`src/rtl/counter_nbit_multichannel.sv`:
```
// rtl/counter_nbit_multichannel.sv - NUM_CH independent up/down counters with wrap or saturate
module counter_nbit_multichannel #(
  parameter int NUM_CH    = 2,
  parameter int WIDTH     = 4,
  parameter int MAX_COUNT = 15,
  parameter int WRAP_MODE = 1,
  parameter int INIT_VAL  = 0
) (
  input  logic                    clk,
  input  logic                    rstn,
  input  logic [NUM_CH-1:0]       en,
  input  logic [NUM_CH-1:0]       clr,
  input  logic [NUM_CH-1:0]       load,
  input  logic [NUM_CH*WIDTH-1:0] load_val,
  input  logic [NUM_CH-1:0]       dir,
  output logic [NUM_CH*WIDTH-1:0] q,
  output logic [NUM_CH-1:0]       tc,
  output logic [NUM_CH-1:0]       ovf
);

  localparam logic [WIDTH-1:0] MAX_V  = WIDTH'(MAX_COUNT);
  localparam logic [WIDTH-1:0] INIT_V = WIDTH'(INIT_VAL);
  localparam logic [WIDTH-1:0] ONE_V  = WIDTH'(1);
  localparam bit               WRAP   = (WRAP_MODE != 0);

  for (genvar i = 0; i < NUM_CH; i++) begin : g_ch
    logic [WIDTH-1:0] cnt_q, cnt_d;
    logic [WIDTH-1:0] ld_val;
    logic             tc_q, tc_d;
    logic             ovf_q, ovf_d;

    assign ld_val = load_val[i*WIDTH +: WIDTH];

    // Next-state: clear beats load beats count; tc only pulses on a terminal event.
    always_comb begin
      cnt_d = cnt_q;
      tc_d  = 1'b0;
      ovf_d = ovf_q;
      if (clr[i]) begin
        cnt_d = '0;
        ovf_d = 1'b0;
      end else if (load[i]) begin
        cnt_d = (ld_val > MAX_V) ? MAX_V : ld_val;
      end else if (en[i]) begin
        if (dir[i]) begin
          if (cnt_q >= MAX_V) begin
            tc_d  = 1'b1;
            ovf_d = 1'b1;
            cnt_d = WRAP ? '0 : MAX_V;
          end else begin
            cnt_d = cnt_q + ONE_V;
          end
        end else begin
          if (cnt_q == '0) begin
            tc_d  = 1'b1;
            ovf_d = 1'b1;
            cnt_d = WRAP ? MAX_V : '0;
          end else begin
            cnt_d = cnt_q - ONE_V;
          end
        end
      end
    end

    // Channel state registers; reset wins over any in-flight command.
    always_ff @(posedge clk or negedge rstn) begin
      if (!rstn) begin
        cnt_q <= INIT_V;
        tc_q  <= 1'b0;
        ovf_q <= 1'b0;
      end else begin
        cnt_q <= cnt_d;
        tc_q  <= tc_d;
        ovf_q <= ovf_d;
      end
    end

    assign q[i*WIDTH +: WIDTH] = cnt_q;
    assign tc[i]               = tc_q;
    assign ovf[i]              = ovf_q;
  end

endmodule

```
`config.mk`:
```
export PLATFORM = sky130hd
export DESIGN_NAME = counter_nbit_multichannel
export DESIGN_NICKNAME = d
export VERILOG_FILES = /design/src/rtl/counter_nbit_multichannel.sv
export SDC_FILE = /design/constraint.sdc
export NUM_CORES = 1
export LEC_CHECK = 0
export ABC_AREA = 0
export BUFFER_PORTS_ARGS = -buffer_cell sky130_fd_sc_hd__buf_2
export CAP_MARGIN = 25
export CORE_UTILIZATION = 55
export CTS_BUF_LIST = sky130_fd_sc_hd__clkbuf_4
export DETAILED_ROUTE_END_ITERATION = 6
export PLACE_DENSITY_LB_ADDON = 0.08
export SLEW_MARGIN = 20
export SYNTH_ARGS = -nofsm -noshare
export SYNTH_HDL_FRONTEND = slang
export SYNTH_SLANG_ARGS = --single-unit
```
`constraint.sdc`:
```
create_clock -name clk -period 2.65 [get_ports clk]
set_clock_uncertainty 0.05 [all_clocks]
set_input_delay 0.3975 -clock clk [delete_from_list [all_inputs] [get_ports clk]]
set_output_delay 0.3975 -clock clk [all_outputs]
set_load 0.03 [all_outputs]
```
### Word-level counts from Yosys, hierarchy flattened

Index checks and enable logic that the tools add are counted.
Widths: inputs -> output; s select.

* logic and storage cells: 66
* bits of input ports: 18
* output and inout bits: 12
* bits in registers: 12

* magnitude comparators: 4
* $add $sub $neg: 4
* mux-type cells: 38
* reductions and logical operators: 10
* equality and inequality tests: 4

Operator list (number)
* $mux 4: 14
* $mux 1: 24
* $reduce_bool 3->1: 4
* $add 4x1->4 const B: 2
* $ge 4x4->1 const B: 2
* $gt 4x4->1 const B: 2
* $logic_not 4->1: 2
* $reduce_and 4->1: 2
* $sub 4x1->4 const B: 2
* $ne 3x2->1 const B: 2
* $ne 2x2->1 const B: 2
* $reduce_bool 2->1: 2

### Longest topological paths before layout

Gate-level depths: netlist of the first run.

* depth after elaboration: 6
* gate-level depth with buffers: 6
* mapped depth without buffers: 6

### Worst setup path before layout of the first run

Ideal clock, no wire load.

* path type: flip-flop to flip-flop
* from: reg g_ch[1].cnt_q[0]
* to: reg g_ch[1].ovf_q
* clock period less this slack: 1.617 ns
* cell stages (with the launch flop): 7
* library setup time: 0.118 ns
* arrival: 1.449 ns
* buffers on the path: 0
* required time: 2.482 ns
* slack: 1.033 ns
* cell sequence: dfrtp_1 > inv_1 > ha_1 > nor3b_2 > a21o_1 > a21oi_1 > nor2_1

* word-level cells in the longest chain between the ends: 3
* elaborated cells on any way between the ends: 5
* classes of those cells: order compare (1); eq/ne (1); reduce/logical (3)

RTL lines
* from (decl): RTL line 27 `logic [WIDTH-1:0] cnt_q, cnt_d;`
* from (signal assigned): RTL line 72 `cnt_q <= cnt_d;`
* $ge 4x4->1 / $logic_not 4->1 (equally long branches): RTL line 46, 54
* $ne 3x2->1 (no line) / $reduce_bool 3->1 (equally long branches)
* $reduce_and 4->1 (no line) (*)
* to (signal assigned): RTL line 74 `ovf_q <= ovf_d;`
* to (decl): RTL line 30 `logic ovf_q, ovf_d;`

Mark *: on every way between the ends. The rest lies on a longest branch, timed or not.
A chain may end at the register's enable or synchronous reset.

### Final worst setup path of the first run

* from: reg g_ch[1].cnt_q[0]
* to: reg g_ch[1].cnt_q[3]

* word-level cells in the longest chain between the ends: 6
* elaborated cells on any way between the ends: 10
* classes of those cells: add/sub (2); order compare (1); mux (6); reduce/logical (1)

RTL lines
* $sub 4x1->4 (tied with other cells): RTL line 59 `cnt_d = cnt_q - ONE_V;`
* $mux 4, on equally long branches: RTL line 54, 46
* $mux 4 (*): RTL line 45 `if (dir[i]) begin`
* $mux 4 (*): RTL line 44 `end else if (en[i]) begin`
* $mux 4 (*): RTL line 42 `end else if (load[i]) begin`
* $mux 4 (*): RTL line 39 `if (clr[i]) begin`

Mark *: on every way between the ends. The rest lies on a longest branch, timed or not. The select of a mux whose other input is x is not followed.

==> results of run 1 <==
## kinds of logic (layout without fill, tap and decap cells)
logic type                 Yosys count  after routing
adders and majority gates            4              4
and+or+nand+nor                     22             22
DFF                                 12             12
muxes                                4              4
buffers and inverters               24             49
xor gates and xnor gates             4              4
AOI/OAI and AO/OA                   36             36
## layout by cell type (no fill, tap or decap)
cell type / netlist / final
nor3b_2: 2 / 2
dfrtp_1: 12 / 12
dlygate4sd3_1: 0 / 1
xnor2_1: 4 / 4
a221oi_1: 2 / 2
o21ai_0: 4 / 4
a21bo_2: 1 / 1
o31ai_1: 2 / 2
a31oi_1: 4 / 4
a21oi_1: 12 / 12
nand2_1: 4 / 4
inv_1: 16 / 16
and4_1: 2 / 2
o21a_1: 2 / 2
buf_2: 1 / 29
a21o_1: 3 / 3
nor2b_1: 2 / 2
nor4_1: 1 / 1
a311o_1: 2 / 2
nor2_1: 10 / 10
ha_1: 4 / 4
mux2i_1: 4 / 4
o21bai_1: 2 / 2
nand4_1: 1 / 1
clkbuf_4: 0 / 3
o221ai_1: 2 / 2
## flip-flops by register name (all words and copies together), names as in the netlist
name / count
g_ch.tc_q: 2
g_ch.ovf_q: 2
g_ch.cnt_q: 8
## routing by layer
| layer | global-route usage | wire length, um | vias up |
|---|---|---|---|
| li1 | - | - | 422 |
| met1 | 0.384 | 951 | 398 |
| met2 | 0.295 | 857 | 31 |
| met3 | 0.0259 | 112 | 2 |
| met4 | 0.0750 | 4 | 0 |
| met5 | 0 | 0 | - |
## cell type report
type	count	area (um2)	area share
Multi-Input combinational cell	70	483	0.464
Sequential cell	12	300	0.288
Timing Repair Buffer	30	155	0.149
Inverter	16	60.1	0.0577
Clock buffer	3	22.5	0.0216
Tap cell	16	20.0	0.0192
## final timing paths
kind,to,slack [ns]
hold / removal,g_ch[1].tc_q,0.30
setup reg to reg,g_ch[1].cnt_q[3],1.03
setup / recovery,g_ch[1].cnt_q[3],1.03
min in group asynchronous,g_ch[0].cnt_q[1],0.53
hold reg to reg,g_ch[1].ovf_q,0.45
max in group asynchronous,g_ch[1].cnt_q[1],1.80
## power by group through the flow
stage | sequential, uW | combinational [uW] | clock, uW
finish | 214 | 149 | 112
global route | 216 | 165 | 121
CTS | 214 | 149 | 112
detailed placement | 217 | 146 | 0
global placement | 216 | 145 | 0
floorplan | 233 | 87.1 | 0
## what timing repair did
item,CTS,global route
endpoints found under the hold margin,12,0
hold buffers,1,0
resized for setup,0,0
buffers inserted,0,0
setup endpoints to repair,0,0
## stage by stage
| step | total power [uW] | cell area, um2 | setup WS, ns | hold WS, ns |
|---|---|---|---|---|
| 5_1_grt | 502 | 1040 | 0.874 | 0.300 |
| 3_3_place_gp | 361 | 1010 | 1.09 | 0.237 |
| 4_1_cts | 475 | 1040 | 1.03 | 0.298 |
| 2_1_floorplan | 320 | 901 | 1.03 | 0.0519 |
| 3_5_place_dp | 364 | 1010 | 1.06 | 0.241 |
| 6_report | 475 | 1040 | 1.03 | 0.296 |
==> impl_results.md, run 1 <==
* Hold depth at 2
* Rows at 14
* Max_slew headroom at 0.812
* Clock power share at 0.236
* Combinational power share at 0.313
* Die H at 42.5 um
* Largest net degree at the start of global routing at 13
* Initial antenna violation count at 0
* Sw Ratio at 0.350
* Fmax at 618 MHz
* Ys async rst share at 1.00
* Layout filler cell count at 141
* Reg2reg start: g_ch[1].cnt_q[0]
* Post-synth EDFFs at 0
* Synth Area in Adders at 0.0556
* Post-synth top area cell: dfrtp_1
* Post-Route WL at 1.93 mm
* Final setup vio count at 0
* Endpoint class of the critical path: flop
* Clock Latency Late Sink at 0.27 ns
* Sw power at 166 uW
* Dpl cells at 143
* Nets at 155
* Gr ovfl total at 0
* Total of max-cap violations at 0
* CP arrival at 1.76 ns
* Peak supply drop at 0.000328 V
* Synthesized flop and latch total at 12
* Internal power at 309 uW
* Crit path largest cell delay at 0.46 ns
* CTS tree: done
* Reg clk slew, reported paths at 0.07 ns
* HPWL Detailed at 1.42 mm
* Cell variety after synth at 27
* H-tree depth at 1
* Sink Count at 12
* Tmin final at 1.62 ns
* Worst setup path startpoint: g_ch[1].cnt_q[0]
* Portion of netlist area occupied by mux cells at 0.0444
* Status: complete, no violations
* Post-synthesis cell area at 901 um2
* Root Driver: clkbuf_4
* Worst Tran Pin Value at 0.282 ns
* Starting Density at 0.591
* Synth Area in XOR/XNOR at 0.0389
* Clk buf depth at 2
* Synth top area cells: dfrtp_1 33%, a21oi_1 6.7%, inv_1 6.7%
* Max Transition Viols Final at 0
* Commonest cells in the netlist: 16 x inv_1, 12 x a21oi_1, 12 x dfrtp_1
* Largest family of logic cells by synthesized area: compound AO/OA/AOI/OAI gates
* IO buf count at 29
* Total track usage at 0.228
* DRT Pass-1 Iters at 4
* Num CTS Buffers at 3
* Synthesis Warnings at 0
* Worst Path Class, Setup: reg2reg
* Die X-Extent at 42.5 um
* Largest delay share family, worst path: compound AO/OA/AOI/OAI gates
* CP Depth at 6
* Synth top area share at 0.333
* Routed via count at 853
* Hold Crit Class: in2reg
* First-pass GRT wire length at 3.09 mm
* R2R cell count at 6
* Number of global-route vias before repair at 697
* Post-Synth Simple-Gate Area at 0.133
* Buffer and inverter count on the worst path at 1
* Startpoint type of the worst setup path: flop
* Post-synthesis cell count at 106
* Boundary pin count at 30
* Residual DRC at 0
* Area Overhead vs Synth at 15.6%
* Power per cell area at 457 mW/mm2
* Final Hold Violating Endpoints at 0
* Count leader, synth: inv_1
* Critical path fanouts, max at 8
* Share of layout cells above drive strength 1 at 0.267
* Final Util at 0.683
* Post-Layout Cell Count at 147
* Slowest CP cell: dfrtp_1
* GP Congestion at 0.868
* DR iter-0 viols at 17
* Final period util at 0.610
* Core ar. at 0.00152 mm2
* CP Data Required Time at 2.79 ns
* Setup TNS at 0 ns
* Antenna Nets Post-Route at 0
* Vias per std cell at 5.80
* Avg Synthesized Cell Area at 8.50 um2
* LEAKAGE at 0.000564 uW
* Sequential area share after synthesis at 0.333
* Ant. Diodes at 0
* Cell Chain, Critical Path: inv_1, ha_1, o21bai_1, a21oi_1, a311o_1, a31oi_1
* Post-synthesis compound-gate area fraction at 0.264
* Main synth FF type: dfrtp_1
* Reg power frac at 0.451
* Hold path startpoint: clr[1]
* Die ar. at 0.00180 mm2
* Syn_nets at 128
* Per-cell routed wire length at 13.1 um
* Unrepaired setup endpoints after global routing: false
Note: power is estimated with default switching activity, not from simulation.
==> inputs of run 2 (changes only) <==
ABC_AREA = 1   (was 0)
CORE_UTILIZATION = 52   (was 55)
clock period = 1.6 ns   (was 2.65 ns; I/O delays follow)
==> run 2 against run 1 <==
Effect of this change:
- sequential power up 71%
- synthesized cell count up 23%
- sequential share of layout area down 1.2 points
- critical path type unchanged
- the flow now finishes with violations (DRC)
==> impl_results.md, run 2 <==
* Commonest cells in the netlist: 38 x nand2_1, 16 x inv_1, 12 x dfrtp_1, 12 x o21ai_1
* Worst Tran Pin Value at 0.251 ns (-0.0308 ns)
* Syn_nets at 152 (+19%)
* Max Transition Viols Final at 0 (unchanged)
* Power per cell area at 761 mW/mm2 (+67%)
* Die H at 44.0 um (+3.7%)
* Sw Ratio at 0.374 (+0.0240)
* Sink Count at 12 (unchanged)
* Total of max-cap violations at 0 (unchanged)
* Synth top area cells: dfrtp_1 33%, nand2_1 16%, o21ai_1 6.5%
* Ant. Diodes at 0 (unchanged)
* Core ar. at 0.00158 mm2 (+3.4%)
* Commonest non-fill, non-tap cells in the layout: 38 x nand2_1, 29 x buf_2, 16 x inv_1
* Combinational power share at 0.343 (+0.030)
* Post-synth EDFFs at 0 (unchanged)
* Final period util at 0.877 (+0.267)
* Final setup vio count at 0 (unchanged)
* Post-CTS Setup Repair Bufs at 0 (unchanged)
* Largest registers: g_ch.cnt_q: 8 flops, g_ch.ovf_q: 2 flops, g_ch.tc_q: 2 flops
* Share of layout cells above drive strength 1 at 0.281 (+0.0141)
* Nets at 183 (+18%)
* GP Congestion at 0.921 (+6.1%)
* Status: finished with violations
* Sequential area share after synthesis at 0.327 (-0.00636)
* Synth top area share at 0.327 (-0.00636)
* Post-synthesis cell count at 130 (+23%)
* H-tree depth at 1 (unchanged)
* Synthesis Warnings at 0 (unchanged)
* CP arrival at 1.55 ns (-0.21 ns)
* Failing checks: DRC
* Number of global-route vias before repair at 798 (+14%)
* Endpoint class of the critical path: flop
* Largest net degree at the start of global routing at 13 (unchanged)
* Avg Synthesized Cell Area at 7.06 um2 (-17%)
* Synthesized flop and latch total at 12 (unchanged)
* Starting Density at 0.583 (-0.00859)
* Main synth FF type: dfrtp_1
* Boundary pin count at 30 (unchanged)
* Setup WS pre-CTS at 0.182 ns (-0.880 ns)
* Cell area after layout at 0.00109 mm2 (+4.8%)
* Largest register FFs at 8 (unchanged)
* First-pass GRT wire length at 3.26 mm (+5.6%)
* Fmax at 713 MHz (+15%)
* Reg clk slew, reported paths at 0.07 ns (about the same)
* Routed via count at 911 (+6.8%)
* Internal power at 520 uW (+68%)
* Root Driver: clkbuf_4
* Rows at 14 (unchanged)
* Per-cell routed wire length at 10.4 um (-20%)
* Sw power at 310 uW (+87%)
* Post-synth top area cell: dfrtp_1
* Clock power share at 0.215 (-0.021)
* Setup TNS at 0 ns (unchanged)
* Setup ws final at 0.197 ns (-0.836 ns)
* Cell variety after synth at 18 (-33%)
* Reg power frac at 0.441 (-0.010)
* CP Data Required Time at 1.75 ns (-1.04 ns)
* DR iter-0 viols at 23 (+6)
* Initial antenna violation count at 0 (unchanged)
* Placed Instance Area at 0.00105 mm2 (+4.5%)
* Residual DRC at 1 (+1)
* Startpoint type of the worst setup path: flop
* HPWL Detailed at 1.50 mm (+6.2%)
* Worst Path Class, Setup: reg2reg
* LEAKAGE at 0.000588 uW (+4.2%)
* CTS tree: done
* Clock Latency Late Sink at 0.27 ns (about the same)
* Final Hold Violating Endpoints at 0 (unchanged)
* Antenna Nets Post-Route at 0 (unchanged)
* Peak supply drop at 0.000609 V (+86%)
* Num CTS Buffers at 3 (unchanged)
* Die X-Extent at 44.0 um (+3.7%)
* Gr ovfl total at 0 (unchanged)
* DRT Pass-1 Iters at 6 (+2)
* Max_slew headroom at 0.832 (+0.0205)
* Unrepaired setup endpoints after global routing: false
* Post-synthesis cell area at 918 um2 (+1.9%)
* Most flop-heavy register: g_ch.cnt_q
* Count leader, synth: nand2_1
* Commonest non-fill, non-tap cell in the layout: nand2_1
* Total track usage at 0.229 (+0.00141)
* Hold Crit Class: in2reg
* Die ar. at 0.00194 mm2 (+7.5%)
* Area Overhead vs Synth at 18.8%
* Tmin final at 1.40 ns (-0.214 ns)
* IO buf count at 29 (unchanged)
* Post-Route WL at 1.83 mm (-4.8%)
* Clk buf depth at 2 (unchanged)
* Critical path fanouts, max at 6 (-2)
* Ys async rst share at 1.00 (unchanged)
* Vias per std cell at 5.18 (-11%)
-- run 2: final timing paths --
check                                       from                to  slack (ns)  depth (start not counted)
worst min register to register     g_ch[0].ovf_q     g_ch[0].ovf_q        0.45                          2
max in group asynchronous                   rstn  g_ch[0].cnt_q[0]        0.95                          2
worst min-delay path                 load_val[0]  g_ch[0].cnt_q[0]        0.16                          3
worst max register to register  g_ch[0].cnt_q[0]     g_ch[0].ovf_q        0.20                          8
min in group asynchronous                   rstn     g_ch[0].ovf_q        0.33                          2
worst max-delay path            g_ch[0].cnt_q[0]     g_ch[0].ovf_q        0.20                          8
-- run 2: critical path, stage by stage (launching register included) --
cell and delay (ns):
dfrtp_2 0.45, inv_1 0.12, ha_1 0.15, inv_1 0.06
nor3_2 0.14, nand2_1 0.09, o21ai_1 0.08, nand2_1 0.08
o21ai_1 0.12
-- run 2: power by group through the flow --
stage          clock network, uW  registers, uW  logic [uW]
6_report                     179            366         285
5_1_grt                      197            369         327
4_1_cts                      187            365         286
3_5_place_dp                   0            371         283
3_3_place_gp                   0            368         280
2_1_floorplan                  0            405         163
-- run 2: logic make-up (layout without fill, tap and decap cells) --
family	count (synthesis)	in the layout	share of synthesized area
simple gates	68	68	0.349
fa+ha+maj	4	4	0.0545
buf+inv	22	52	0.106
compound gates	24	24	0.163
flops	12	12	0.327
-- run 2: final cells by class --
| cell class | count | area, um2 |
|---|---|---|
| well taps | 16 | 20.0 |
| repair buffers | 30 | 155 |
| inverters | 18 | 67.6 |
| clock inverters | 1 | 3.75 |
| flip-flops and latches | 12 | 302 |
| clock buffers | 3 | 22.5 |
| fillers | 150 | 485 |
| multi-input cells | 96 | 520 |
-- run 2: through the flow --
stage	std cells	util	total power (uW)	hold WS, ns
2_1_floorplan	130	-	567	-0.106
6_report	176	0.692	830	0.158
3_3_place_gp	171	0.668	647	0.0709
3_5_place_dp	171	0.668	654	0.0709
5_1_grt	176	0.692	894	0.188
4_1_cts	176	0.691	838	0.154
-- run 2: metal layers --
metal | GRT usage | routed length (um) | part of all wire
met2 | 0.362 | 858 | 0.47
met4 | 0.0788 | 24 | 0.013
met1 | 0.305 | 874 | 0.48
met3 | 0.0612 | 77 | 0.042
met5 | 0 | 0 | 0
-- run 2: what timing repair did --
action / CTS / global route
hold buffers: 1 / 0
endpoints found under the hold margin: 12 / 0
setup endpoints to repair: 0 / 2
resized for setup: 0 / 1
==> inputs of run 3 (changes only) <==
CELL_PAD_IN_SITES_DETAIL_PLACEMENT = 1   (was not set)
CELL_PAD_IN_SITES_GLOBAL_PLACEMENT = 2   (was not set)
CORE_UTILIZATION = 27   (was 52)
CTS_CLUSTER_SIZE = 12   (was not set)
==> run 3 against run 2 <==
Effect of this change:
- the flow now finishes without violations
- combinational power grew 3%
- critical path depth did not move
- utilization decreased by 33 points
- die area grew 88%
- hold slack better by 0.020 ns
- final cell count is 16% higher
- cell area increased by 3.6%
- via count stayed put
- wire length grew 21%
- global-route usage shrank 8.7 points
- critical path type unchanged
- sequential power barely moved
==> impl_results.md, run 3 (same netlist as run 2, synthesis figures left out) <==
* Sw power at 323 uW (+4.2%)
* Max Transition Viols Final at 0 (unchanged)
* Combinational power share at 0.348 (+0.005)
* Cell area after layout at 0.00113 mm2 (+3.6%)
* DR iter-0 viols at 33 (+43%)
* Most flop-heavy register: g_ch.cnt_q
* Root Driver: clkbuf_4
* Largest register FFs at 8 (unchanged)
* Sink Count at 12 (unchanged)
* Tmin final at 1.42 ns (+0.0149 ns)
* Antenna Nets Post-Route at 0 (unchanged)
* H-tree depth at 1 (unchanged)
* Hold Crit Class: in2reg
* Rows at 20 (+6)
* Critical path fanouts, max at 6 (unchanged)
* Crit path largest cell delay at 0.44 ns (about the same)
* Area Overhead vs Synth at 23.0%
* Share of layout cells above drive strength 1 at 0.300 (+0.0187)
* Total of max-cap violations at 0 (unchanged)
* Starting Density at 0.294 (-0.289)
* Initial antenna violation count at 0 (unchanged)
* Nets at 183 (unchanged)
* Number of global-route vias before repair at 900 (+13%)
* CTS tree: done
* Setup WS pre-CTS at 0.107 ns (-0.0747 ns)
* Startpoint type of the worst setup path: flop
* Endpoint class of the critical path: flop
* Die ar. at 0.00364 mm2 (+88%)
* Clock power share at 0.216 (about the same)
* IO buf count at 29 (unchanged)
* Reg clk slew, reported paths at 0.07 ns (about the same)
* DRT Pass-1 Iters at 3 (-3)
* Per-cell routed wire length at 10.9 um (+4.3%)
* Sw Ratio at 0.383 (+0.00955)
* Largest registers: g_ch.cnt_q: 8 flops, g_ch.ovf_q: 2 flops, g_ch.tc_q: 2 flops
* Internal power at 520 uW (about the same)
* Cell Chain, Critical Path: inv_2, ha_1, inv_1, nor3_2, nand2_1, o21ai_1, nand2_1, o21ai_1
* Final period util at 0.886 (+0.00928)
* Ant. Diodes at 0 (unchanged)
* Post-Route WL at 2.22 mm (+21%)
* Placed Instance Area at 0.00109 mm2 (+3.3%)
* Die H at 60.3 um (+37%)
* Slowest CP cell: dfrtp_1
* Layout filler cell count at 425 (+180%)
* GP Congestion at 0.723 (-21%)
* Core ar. at 0.00313 mm2 (+98%)
* Final Hold Violating Endpoints at 0 (unchanged)
* Max_slew headroom at 0.821 (-0.0113)
* Total track usage at 0.142 (-0.0868)
* Worst Path Class, Setup: reg2reg
* Peak supply drop at 0.000572 V (-6.1%)
* Gr ovfl total at 0 (unchanged)
* Reg power frac at 0.437 (-0.004)
* Boundary pin count at 30 (unchanged)
* Die X-Extent at 60.3 um (+37%)
* CP arrival at 1.56 ns (about the same)
* Num CTS Buffers at 3 (unchanged)
* Residual DRC at 0 (-1)
* Setup ws final at 0.182 ns (-0.0149 ns)
* First-pass GRT wire length at 3.91 mm (+20%)
* Worst Tran Pin Value at 0.268 ns (+0.0169 ns)
* Clk buf depth at 2 (unchanged)
* Commonest non-fill, non-tap cell in the layout: nand2_1
* Post-CTS Setup Repair Bufs at 0 (unchanged)
* Final Util at 0.361 (-0.331)
* Clock Latency Late Sink at 0.26 ns (about the same)
* Status: complete, no violations
* Buffer and inverter count on the worst path at 2 (unchanged)
* Commonest non-fill, non-tap cells in the layout: 38 x nand2_1, 29 x buf_2, 14 x inv_1
* CP Data Required Time at 1.75 ns (about the same)
* LEAKAGE at 0.000589 uW (+0.11%)
* Routed via count at 911 (unchanged)
* Final setup vio count at 0 (unchanged)
* Fmax at 705 MHz (-1.0%)
* Vias per std cell at 4.47 (-14%)
* Power per cell area at 747 mW/mm2 (-1.8%)
* Largest delay share family, worst path: flip-flops
* HPWL Detailed at 1.87 mm (+24%)
* Largest net degree at the start of global routing at 13 (unchanged)
run 3: final cells by class:
class	instances	area, um2	share of cell area
flip-flops and latches	12	302	0.267
repair buffers	30	155	0.137
inverters	18	67.6	0.0598
well taps	44	55.1	0.0487
multi-input cells	96	524	0.464
clock buffers	3	22.5	0.0199
clock inverters	1	3.75	0.00332
run 3: path summary, 6_finish.rpt:
check	start	to	slack (ns)	depth (start not counted)
max	g_ch[1].cnt_q[0]	g_ch[1].ovf_q	0.18	8
min	load_val[1]	g_ch[0].cnt_q[1]	0.18	3
max reg2reg	g_ch[1].cnt_q[0]	g_ch[1].ovf_q	0.18	8
min reg2reg	g_ch[0].ovf_q	g_ch[0].ovf_q	0.44	2
max in group asynchronous	rstn	g_ch[0].cnt_q[0]	0.95	2
min in group asynchronous	rstn	g_ch[1].ovf_q	0.32	2
run 3: stage by stage:
| stage | std cells | setup TNS (ns) | total power (uW) | hold WS, ns |
|---|---|---|---|---|
| finish | 204 | 0 | 844 | 0.177 |
| global route | 204 | -0.000128 | 916 | 0.185 |
| CTS | 204 | 0 | 855 | 0.178 |
| detailed placement | 199 | 0 | 668 | 0.0774 |
| global placement | 199 | 0 | 664 | 0.0763 |
| floorplan | 130 | 0 | 567 | -0.106 |
run 3: metal layers:
layer / track usage / vias up / part of all wire
met5: 0 / - / 0
met4: 0.00997 / 0 / 0
met3: 0.0325 / 0 / 0.026
met2: 0.228 / 14 / 0.44
met1: 0.204 / 418 / 0.53
li1: - / 479 / -
run 3: what timing repair did:
item	in CTS	in global routing
endpoints found under the setup margin	0	5
resized for setup	0	4
hold buffers	1	0
endpoints found under the hold margin	12	0
run 3: worst min-delay path: cells and delay by family:
| family | cells | cell delay (ns) |
|---|---|---|
| AO/OA/AOI/OAI | 2 | 0.14 |
| buffers and inverters | 1 | 0.08 |
run 3: power by group through the flow:
| stage | logic, uW | registers [uW] | clock network [uW] |
|---|---|---|---|
| 3_5_place_dp | 295 | 373 | 0 |
| 6_report | 293 | 368 | 182 |
| 5_1_grt | 338 | 374 | 204 |
| 2_1_floorplan | 163 | 405 | 0 |
| 3_3_place_gp | 292 | 372 | 0 |
| 4_1_cts | 297 | 367 | 191 |
